==> src/rtl/pipe_ctrl_pkg.sv <==
// Shared encodings and constants for the pipeline sequencing controller.
// Imported by pipe_ctrl and hazard_detect.
package pipe_ctrl_pkg;

  localparam logic [1:0] PC_RUN      = 2'd0;
  localparam logic [1:0] PC_MEM_WAIT = 2'd1;
  localparam logic [1:0] PC_RELEASE  = 2'd2;
  localparam logic [1:0] PC_DRAIN    = 2'd3;

  localparam logic [4:0]  ZERO_REG  = 5'd0;
  localparam logic [31:0] ZERO_WORD = 32'd0;

endpackage

==> src/rtl/pipe_ctrl_hazard_detect.sv <==
// Load-use hazard compare between the load in EX and the sources in ID.
// x0 is never a real dependency.
module hazard_detect
  import pipe_ctrl_pkg::*;
(
  input  logic       ex_load_i,
  input  logic [4:0] ex_rd_i,
  input  logic [4:0] id_rs1_i,
  input  logic [4:0] id_rs2_i,
  output logic       stall_o
);

  assign stall_o = ex_load_i
                && (ex_rd_i != ZERO_REG)
                && ((ex_rd_i == id_rs1_i)
                 || (ex_rd_i == id_rs2_i));

endmodule

==> src/rtl/pipe_ctrl.sv <==
// Pipeline sequencing controller: jump/load/load-use arbitration and the
// data-memory read port. Optional perf counters under PIPE_CTRL_PERF_EN.
module pipe_ctrl
  import pipe_ctrl_pkg::*;
#(
  parameter int unsigned MEM_TIMEOUT = 16,
  parameter logic [31:0] RESET_ADDR  = 32'h0
) (
  input  logic        clk,
  input  logic        rst,
  input  logic [4:0]  id_rs1_addr_i,
  input  logic [4:0]  id_rs2_addr_i,
  input  logic        id_mem_rd_req_i,
  input  logic [31:0] id_mem_rd_addr_i,
  input  logic        ex_load_i,
  input  logic [4:0]  ex_rd_addr_i,
  input  logic        ex_jump_en_i,
  input  logic [31:0] ex_jump_addr_i,
  output logic        mem_rd_req_o,
  output logic [31:0] mem_rd_addr_o,
  input  logic        mem_rd_valid_i,
  input  logic [31:0] mem_rd_data_i,
  output logic [31:0] rdata_o,
  output logic        rdata_valid_o,
  output logic        mem_err_o,
  output logic        hold_pc_o,
  output logic        hold_if_id_o,
  output logic        flush_if_id_o,
  output logic        flush_id_ex_o,
  output logic        jump_en_o,
  output logic [31:0] jump_addr_o
`ifdef PIPE_CTRL_PERF_EN
  ,
  output logic [31:0] stall_cnt_o,
  output logic [31:0] flush_cnt_o
`endif
);

  localparam logic [7:0] TMO_LAST = 8'(MEM_TIMEOUT - 1);

  logic [1:0]  state_q, state_d;
  logic [7:0]  timer_q, timer_d;
  logic        req_q, req_d;
  logic [31:0] addr_q, addr_d;
  logic [31:0] rdata_q, rdata_d;
  logic        rvalid_q, rvalid_d;
  logic        err_q, err_d;
  logic [31:0] jaddr_q, jaddr_d;
  logic        lu_q, lu_d;
  logic        lu_stall;
  logic        tmo;
  logic        hold;
  logic        jump;

  hazard_detect u_hazard (
    .ex_load_i (ex_load_i),
    .ex_rd_i   (ex_rd_addr_i),
    .id_rs1_i  (id_rs1_addr_i),
    .id_rs2_i  (id_rs2_addr_i),
    .stall_o   (lu_stall)
  );

  assign tmo = (timer_q == TMO_LAST);

  always_comb begin
    state_d  = state_q;
    timer_d  = timer_q;
    req_d    = req_q;
    addr_d   = addr_q;
    rdata_d  = rdata_q;
    rvalid_d = 1'b0;
    err_d    = 1'b0;
    lu_d     = 1'b0;
    hold     = 1'b0;
    jump     = 1'b0;
    unique case (state_q)
      PC_RUN: begin
        if (ex_jump_en_i) begin
          jump = 1'b1;
        end else if (id_mem_rd_req_i) begin
          hold    = 1'b1;
          req_d   = 1'b1;
          addr_d  = id_mem_rd_addr_i;
          timer_d = 8'd0;
          state_d = PC_MEM_WAIT;
        end else if (lu_stall && !lu_q) begin
          // lu_q keeps a held hazard to a single bubble
          hold = 1'b1;
          lu_d = 1'b1;
        end
      end
      PC_MEM_WAIT: begin
        timer_d = timer_q + 8'd1;
        if (ex_jump_en_i) begin
          jump = 1'b1;
          if (mem_rd_valid_i || tmo) begin
            req_d   = 1'b0;
            timer_d = 8'd0;
            state_d = PC_RUN;
          end else begin
            state_d = PC_DRAIN;
          end
        end else begin
          hold = 1'b1;
          if (mem_rd_valid_i) begin
            rdata_d  = mem_rd_data_i;
            rvalid_d = 1'b1;
            req_d    = 1'b0;
            timer_d  = 8'd0;
            state_d  = PC_RELEASE;
          end else if (tmo) begin
            rdata_d  = ZERO_WORD;
            rvalid_d = 1'b1;
            err_d    = 1'b1;
            req_d    = 1'b0;
            timer_d  = 8'd0;
            state_d  = PC_RELEASE;
          end
        end
      end
      PC_RELEASE: begin
        jump    = ex_jump_en_i;
        state_d = PC_RUN;
      end
      PC_DRAIN: begin
        timer_d = timer_q + 8'd1;
        jump    = ex_jump_en_i;
        hold    = !ex_jump_en_i;
        if (mem_rd_valid_i || tmo) begin
          req_d   = 1'b0;
          timer_d = 8'd0;
          state_d = PC_RUN;
        end
      end
      default: state_d = PC_RUN;
    endcase
    jaddr_d = jump ? ex_jump_addr_i : jaddr_q;
  end

  always_ff @(posedge clk) begin
    if (rst) begin
      state_q  <= PC_RUN;
      timer_q  <= 8'd0;
      req_q    <= 1'b0;
      addr_q   <= RESET_ADDR;
      rdata_q  <= ZERO_WORD;
      rvalid_q <= 1'b0;
      err_q    <= 1'b0;
      jaddr_q  <= RESET_ADDR;
      lu_q     <= 1'b0;
    end else begin
      state_q  <= state_d;
      timer_q  <= timer_d;
      req_q    <= req_d;
      addr_q   <= addr_d;
      rdata_q  <= rdata_d;
      rvalid_q <= rvalid_d;
      err_q    <= err_d;
      jaddr_q  <= jaddr_d;
      lu_q     <= lu_d;
    end
  end

  assign mem_rd_req_o  = req_q;
  assign mem_rd_addr_o = addr_q;
  assign rdata_o       = rdata_q;
  assign rdata_valid_o = rvalid_q;
  assign mem_err_o     = err_q;
  assign hold_pc_o     = hold;
  assign hold_if_id_o  = hold;
  assign flush_if_id_o = jump;
  assign flush_id_ex_o = hold | jump;
  assign jump_en_o     = jump;
  assign jump_addr_o   = jump ? ex_jump_addr_i : jaddr_q;

`ifdef PIPE_CTRL_PERF_EN
  logic [31:0] stall_cnt_q, flush_cnt_q;

  always_ff @(posedge clk) begin
    if (rst) begin
      stall_cnt_q <= 32'd0;
      flush_cnt_q <= 32'd0;
    end else begin
      stall_cnt_q <= stall_cnt_q + {31'd0, hold};
      flush_cnt_q <= flush_cnt_q + {31'd0, jump};
    end
  end

  assign stall_cnt_o = stall_cnt_q;
  assign flush_cnt_o = flush_cnt_q;
`endif

endmodule

==> config.mk <==
export PLATFORM = sky130hd
export DESIGN_NAME = pipe_ctrl
export DESIGN_NICKNAME = d
export VERILOG_FILES = /design/src/rtl/pipe_ctrl_pkg.sv /design/src/rtl/pipe_ctrl_hazard_detect.sv /design/src/rtl/pipe_ctrl.sv
export SDC_FILE = /design/constraint.sdc
export NUM_CORES = 1
export LEC_CHECK = 0
export CAP_MARGIN = 10
export CORE_MARGIN = 8
export CORE_UTILIZATION = 43
export CTS_BUF_LIST = sky130_fd_sc_hd__clkbuf_16
export DETAILED_ROUTE_END_ITERATION = 10
export GPL_TIMING_DRIVEN = 0
export PLACE_DENSITY = 0.83
export REMOVE_ABC_BUFFERS = 1
export SYNTH_ARGS = -nofsm -noshare
export SYNTH_HDL_FRONTEND = slang
export SYNTH_SLANG_ARGS = --single-unit
==> constraint.sdc <==
create_clock -name clk -period 4.2 [get_ports clk]
set_input_delay 0.42 -clock clk [delete_from_list [all_inputs] [get_ports clk]]
set_output_delay 0.42 -clock clk [all_outputs]
set_load 0.01 [all_outputs]
==> results of run 1 <==
==> routing by layer <==
| layer | up-vias | part of all wire (%) | wire [um] | global-route usage (%) |
|---|---|---|---|---|
| met5 | - | 0 | 0 | 0 |
| met3 | 22 | 10 | 1395 | 8.170 |
| met1 | 1894 | 37 | 4957 | 18.65 |
| met2 | 149 | 50 | 6657 | 34.36 |
| li1 | 2031 | - | - | - |
| met4 | 0 | 2.3 | 303 | 6.997 |
==> sequential cells by signal, indices dropped and copies added, names as in the netlist <==
name	flops
lu_q	1
mem_rd_req_o	1
state_q	2
mem_err_o	1
jaddr_q	32
rdata_valid_o	1
timer_q	8
rdata_o	32
mem_rd_addr_o	32
==> cell usage in the layout, fill, tap and decap left out, drive strengths merged, types with 2 or more instances in the layout <==
master         count
a22oi              2
a41oi              2
o21ai             35
nand3             10
nor2              12
clkinv             3
xnor2              2
and3               3
inv                4
and4b              2
clkdlybuf4s50    218
dfxtp            110
a311oi             3
a21oi             74
clkbuf             9
and2               3
nor2b             34
buf                5
nand2b             3
nand2             95
mux2              32
nor3b              2
xor2              10
nor3               7
==> cell families after synthesis <==
family                   count (synthesis)  synth area share, %
AND/OR/NAND/NOR                        175                19.25
buffers and inverters                   39                4.280
adder cells (fa/ha/maj)                  1               0.2872
flip-flops                             110                50.56
XOR/XNOR                                12                2.413
AO/OA/AOI/OAI                          119                14.71
multiplexers                            33                8.503
==> worst reg2reg max path: cells and delay by family (launching register included) <==
family,cells,cell delay [ns]
AO/OA/AOI/OAI,1,0.09
flip-flops,1,0.41
AND/OR/NAND/NOR,3,1.33
==> worst max path at each step <==
| stage | startpoint | end | slack (ns) | depth (start not counted) |
|---|---|---|---|---|
| after floorplan | ex_rd_addr_i[2] | hold_if_id_o | 2.42 | 4 |
| after global placement | rst | timer_q[7] | -0.07 | 3 |
| after detailed placement | ex_rd_addr_i[0] | hold_if_id_o | 1.45 | 6 |
| after CTS | ex_rd_addr_i[0] | hold_if_id_o | 1.46 | 6 |
| after global routing | ex_rd_addr_i[1] | hold_if_id_o | 1.37 | 6 |
| final | ex_rd_addr_i[0] | hold_if_id_o | 1.47 | 6 |
==> layout make-up <==
cell class / instances / area (um^2) / share of cell area, %
Tap cell: 133 / 166.4 / 2.423
Clock buffer: 9 / 225.2 / 3.279
Clock inverter: 7 / 56.30 / 0.8197
Sequential cell: 110 / 2202 / 32.06
Timing Repair Buffer: 223 / 2252 / 32.79
Multi-Input combinational cell: 340 / 1967 / 28.63
==> stage by stage <==
stage | area, um^2 | total power [mW] | setup TNS (ns) | hold WS [ns]
after floorplan | 4169 | 1.247 | 0 | 0.4745
after global placement | 6538 | 1.502 | -0.07417 | 0.4413
after detailed placement | 6558 | 1.511 | 0 | 0.4467
after CTS | 6839 | 2.316 | 0 | 0.4577
after global routing | 6869 | 2.395 | 0 | 0.4843
final | 6869 | 2.292 | 0 | 0.4558
==> synth_stat cells, types with 2 or more instances <==
| cell | number |
|---|---|
| mux2_2 | 32 |
| a22oi_1 | 2 |
| xor2_1 | 10 |
| a41oi_1 | 2 |
| clkbuf_2 | 2 |
| xnor2_1 | 2 |
| buf_2 | 12 |
| nor2b_1 | 34 |
| o21ai_0 | 31 |
| a311oi_1 | 3 |
| a21oi_1 | 72 |
| clkbuf_1 | 19 |
| nand2_1 | 95 |
| nor3_1 | 6 |
| and2_1 | 3 |
| nand2b_1 | 3 |
| nor3b_1 | 2 |
| buf_4 | 4 |
| nand3_1 | 10 |
| nor2_1 | 11 |
| dfxtp_1 | 110 |
| o21ai_1 | 4 |
| and3_1 | 2 |
==> power by group through the flow <==
stage	sequential [mW]	combinational (mW)	clock, mW
after global routing	1.10	0.419	0.873
final	1.10	0.389	0.806
after CTS	1.10	0.391	0.828
after floorplan	1.13	0.118	0
after global placement	1.12	0.381	0
after detailed placement	1.12	0.388	0
==> impl_metrics.env, run 1 <==
export IMPL_slew_headroom_pct=26.89
export IMPL_max_freq_mhz=367.0
export IMPL_path_class="in -> out"
export IMPL_cp_max_fo=3
export IMPL_leakagePower_nw=2.459
export IMPL_track_usage_pct=18.88
export IMPL_hold_path_class="reg -> reg"
export IMPL_cts_tree="built"
export IMPL_postRouteWirelength_um=13310
export IMPL_status="finished clean"
export IMPL_worstSetupStartpointType="input port"
export IMPL_maxSlewViolCount=0
export IMPL_cp_arrival_ns=2.31
export IMPL_synth_top_area_share_pct=50.56
export IMPL_synth_top_cell_by_area="dfxtp_1"
export IMPL_n_antenna_cell=0
export IMPL_dr_pass1_iters=4
export IMPL_period_needed_ns=2.725
export IMPL_hold_end="mem_rd_addr_o[5]"
export IMPL_finalSetupViolations=0
export IMPL_fin_util_pct=69.95
export IMPL_clkLatencyLatePin_ns=0.33
export IMPL_rr_worst_depth=4
export IMPL_drt_initial_drc_count=252
export IMPL_cts_htree_levels=3
export IMPL_timing_rr_start="state_q[0]"
export IMPL_place_inst=804
export IMPL_ys_ff_latch=110
export IMPL_drcViolationCount=0
export IMPL_synth_cell_type_count=41
export IMPL_vdd_drop_max_uv=288.7
export IMPL_synth_avg_cell_area_um2=8.907
export IMPL_rows=36
export IMPL_cts_root_buffer="clkbuf_16"
export IMPL_ys_async_sr_fraction_pct=0
export IMPL_design_core_area_um2=9819
export IMPL_cap_viol_max_count=0
export IMPL_whs_path_depth=2
export IMPL_syn_instance_count=489
export IMPL_clock_skew_final_ns=0.003519
export IMPL_num_vias=4096
export IMPL_p_sw_mw=0.5641
export IMPL_grt_pass1_vias=4275
export IMPL_ant_nets=0
export IMPL_grt_setup_unrepaired="false"
export IMPL_pre_cts_ws_ns=1.449
export IMPL_synthTopCellsByArea="dfxtp_1, a21oi_1, mux2_2"
export IMPL_grt_pass1_wl_um=20500
export IMPL_timing_final_ws_setup_ns=1.475
export IMPL_swShare_pct=24.61
export IMPL_viasPerCell=4.983
export IMPL_cts_repair_resized=0
export IMPL_crit_path_end_kind="primary output"
export IMPL_clockBufferDepth=2
export IMPL_final_nets=802
export IMPL_syn_area_um2=4355
export IMPL_required_ns=3.78
export IMPL_ys_warn_count=0
export IMPL_regToRegEndpoint="mem_rd_addr_o[11]"
export IMPL_path_cells="clkdlybuf4s50_1 -> xor2_1 -> nor3_1 -> a22oi_1 -> o21ai_0 -> clkdlybuf4s50_1"
export IMPL_die_w_um=116.6
export IMPL_hold_buffers=0
export IMPL_final_cells=822
export IMPL_cpMostUsedCell="clkdlybuf4s50_1"
export IMPL_wire_per_inst_um=16.20
export IMPL_slowest_stage="clkdlybuf4s50_1"
export IMPL_hold_viol_final=0
export IMPL_p_comb_share_pct=17.0
export IMPL_power_density_nw_per_um2=333.7
export IMPL_start_util_pct=44.36
export IMPL_seqPwrFrac_pct=47.9
export IMPL_hpwl_um=10050
export IMPL_r2r_setup_slack_ns=2.24
export IMPL_cts_buffers_inserted=9
export IMPL_synth_edf_count=0
export IMPL_grt_antenna_before_repair=0
export IMPL_gp_congestion=0.7543
export IMPL_fin_crit_sh_pct=64.88
export IMPL_path_buf_inv=2
export IMPL_die_area_um2=13600
export IMPL_drive_gt1_share_pct=8.563
export IMPL_port_buffers=220
export IMPL_synth_sequential_area_ratio_pct=50.56
export IMPL_nFillCells=778
export IMPL_worst_pin_slew_ns=1.094
export IMPL_min_from="mem_rd_addr_o[5]"
export IMPL_cp_top_family="buffers and inverters"
export IMPL_grt_remaining_overflow=0
export IMPL_area_growth_pct=57.71
export IMPL_postCtsSetupRepairBufs=0
export IMPL_cts_sinks=110
export IMPL_cpPeakStageDelay_ns=0.60
export IMPL_p_int_mw=1.728
export IMPL_io_pins=221
export IMPL_synthFlopType="dfxtp_1"
export IMPL_clockPowerShare_pct=35.1
export IMPL_dieHeight_um=116.6
export IMPL_grt_max_degree=61
export IMPL_clk_pin_slew_ns=0.07
Note: power is estimated with default switching activity, not from simulation.
==> run 2, diff against run 1 <==
CORE_UTILIZATION = 40   (was 43)
PLACE_DENSITY = 0.77   (was 0.83)
clock period = 2.75 ns   (was 4.2 ns; I/O delays follow)
==> run 2 against run 1 <==
First-iteration DRC count shrank 19%. Setup slack worse by 1.2 ns. Cell area up 0.77%. Count of clock-buffer cells in the layout stayed put. Clock skew grew 0.0024 ns. Die area up 6.5%. Combinational power grew 55%. Utilization fell by 5.5 points. Flip-flop and latch count stayed put. Clock power is 69% higher. Final cell count increased by 0.73%. Sequential share of layout area fell by 0.24 points. Highest routed layer unchanged.
==> impl_metrics.env, run 2 (synthesized netlist as in run 1, its figures left out) <==
export IMPL_viasPerCell=4.969
export IMPL_power_density_nw_per_um2=526.2
export IMPL_track_usage_pct=18.23
export IMPL_hold_path_class="in -> reg"
export IMPL_dieHeight_um=120.4
export IMPL_path_cells="clkdlybuf4s50_1 -> xor2_1 -> nor3_1 -> a22oi_1 -> o21ai_0 -> clkdlybuf4s50_1"
export IMPL_slew_headroom_pct=27.51
export IMPL_final_cells=828
export IMPL_cpPeakStageDelay_ns=0.60
export IMPL_cpMostUsedCell="clkdlybuf4s50_1"
export IMPL_whs_path_depth=2
export IMPL_cts_htree_levels=3
export IMPL_rr_worst_depth=4
export IMPL_io_pins=221
export IMPL_final_common_cell="clkdlybuf4s50_1"
export IMPL_dpl_cell_area_um2=6566
export IMPL_max_freq_mhz=400.2
export IMPL_finalInstanceArea_um2=6922
export IMPL_finalSetupViolations=0
export IMPL_path_buf_inv=2
export IMPL_grt_max_degree=87
export IMPL_clock_skew_final_ns=0.005955
export IMPL_grt_pass1_vias=4095
export IMPL_cts_tree="built"
export IMPL_timing_rr_start="state_q[0]"
export IMPL_cp_arrival_ns=2.22
export IMPL_timing_final_ws_setup_ns=0.2511
export IMPL_fin_crit_sh_pct=90.87
export IMPL_period_needed_ns=2.499
export IMPL_worst_pin_slew_ns=1.085
export IMPL_slowest_stage="clkdlybuf4s50_1"
export IMPL_design_core_area_um2=10750
export IMPL_n_antenna_cell=0
export IMPL_die_w_um=120.4
export IMPL_drive_gt1_share_pct=8.430
export IMPL_dr_pass1_iters=4
export IMPL_fin_util_pct=64.42
export IMPL_rows=38
export IMPL_pre_cts_ws_ns=0.2176
export IMPL_leakagePower_nw=2.465
export IMPL_cp_max_fo=3
export IMPL_start_util_pct=40.53
export IMPL_gp_congestion=0.7464
export IMPL_final_nets=802
export IMPL_ant_nets=0
export IMPL_postRouteWirelength_um=13820
export IMPL_postCtsSetupRepairBufs=0
export IMPL_hpwl_um=10150
export IMPL_grt_setup_unrepaired="false"
export IMPL_hold_viol_final=0
export IMPL_num_vias=4114
export IMPL_grt_pass1_wl_um=21290
export IMPL_cts_root_buffer="clkbuf_16"
export IMPL_cp_top_family="buffers and inverters"
export IMPL_clk_pin_slew_ns=0.07
export IMPL_status="finished clean"
export IMPL_wire_per_inst_um=16.69
export IMPL_maxSlewViolCount=0
export IMPL_crit_path_end_kind="primary output"
export IMPL_grt_remaining_overflow=0
export IMPL_final_cell_mix="clkdlybuf4s50_1, dfxtp_1, nand2_1, a21oi_1, nor2b_1"
export IMPL_grt_antenna_before_repair=0
export IMPL_cap_viol_max_count=0
export IMPL_required_ns=2.48
export IMPL_area_growth_pct=58.92
export IMPL_worstSetupStartpointType="input port"
export IMPL_vdd_drop_max_uv=276.1
export IMPL_clkLatencyLatePin_ns=0.35
export IMPL_cts_sinks=110
export IMPL_drt_initial_drc_count=204
export IMPL_min_from="rst"
export IMPL_port_buffers=220
export IMPL_regToRegEndpoint="mem_rd_addr_o[20]"
export IMPL_hold_buffers=0
export IMPL_place_inst=811
export IMPL_cts_repair_resized=0
export IMPL_die_area_um2=14480
export IMPL_path_class="in -> out"
export IMPL_hold_end="jaddr_q[23]"
export IMPL_r2r_setup_slack_ns=0.80
export IMPL_drcViolationCount=0
export IMPL_cts_buffers_inserted=9
export IMPL_clockBufferDepth=2
-- run 2: cell types whose count changed in the layout (fill, tap and decap cells not counted) --
cell / change
clkinvlp_4: +3
inv_6: -3
bufinv_16: +2
buf_16: +1
buf_8: -1
clkinv_2: -1
clkinv_4: -1
inv_8: -1
-- run 2: power by group --
| part | switching (mW) | total (mW) | internal, mW |
|---|---|---|---|
| clock network | 0.573 | 1.36 | 0.791 |
| logic | 0.241 | 0.602 | 0.361 |
| registers | 0.0245 | 1.68 | 1.65 |
-- run 2: layout make-up --
type	count	area (um^2)
Multi-Input combinational cell	340	1967
Timing Repair Buffer	223	2265
Clock inverter	6	87.58
Clock buffer	9	225.2
Sequential cell	110	2202
Tap cell	140	175.2
Fill cell	886	3824
-- run 2: stage by stage --
stage	power [mW]	TNS (ns)	hold WS (ns)
after floorplan	1.904	0	0.3441
after global placement	2.295	-128.21	0.4409
after detailed placement	2.308	0	0.4476
after CTS	3.674	0	0.2998
after global routing	3.797	0	0.3193
final	3.642	0	0.3096
-- run 2: layer usage --
metal  vias up  routed length, um  GRT usage [%]
li1       2030                  -              -
met1      1934               5345          18.93
met2       132               6821          31.61
met3        18               1333          7.646
met4         0                322          8.197
met5         -                  0              0
-- run 2: how the worst max path moves through the flow --
stage / startpoint / endpoint / slack, ns / cells past startpoint
after floorplan: timer_q[0] / rdata_o[0] / 0.98 / 5
after global placement: rst / timer_q[7] / -1.38 / 3
after detailed placement: ex_rd_addr_i[2] / hold_if_id_o / 0.22 / 6
after CTS: ex_rd_addr_i[2] / hold_if_id_o / 0.21 / 6
after global routing: ex_rd_addr_i[2] / hold_if_id_o / 0.14 / 6
final: ex_rd_addr_i[2] / hold_if_id_o / 0.25 / 6
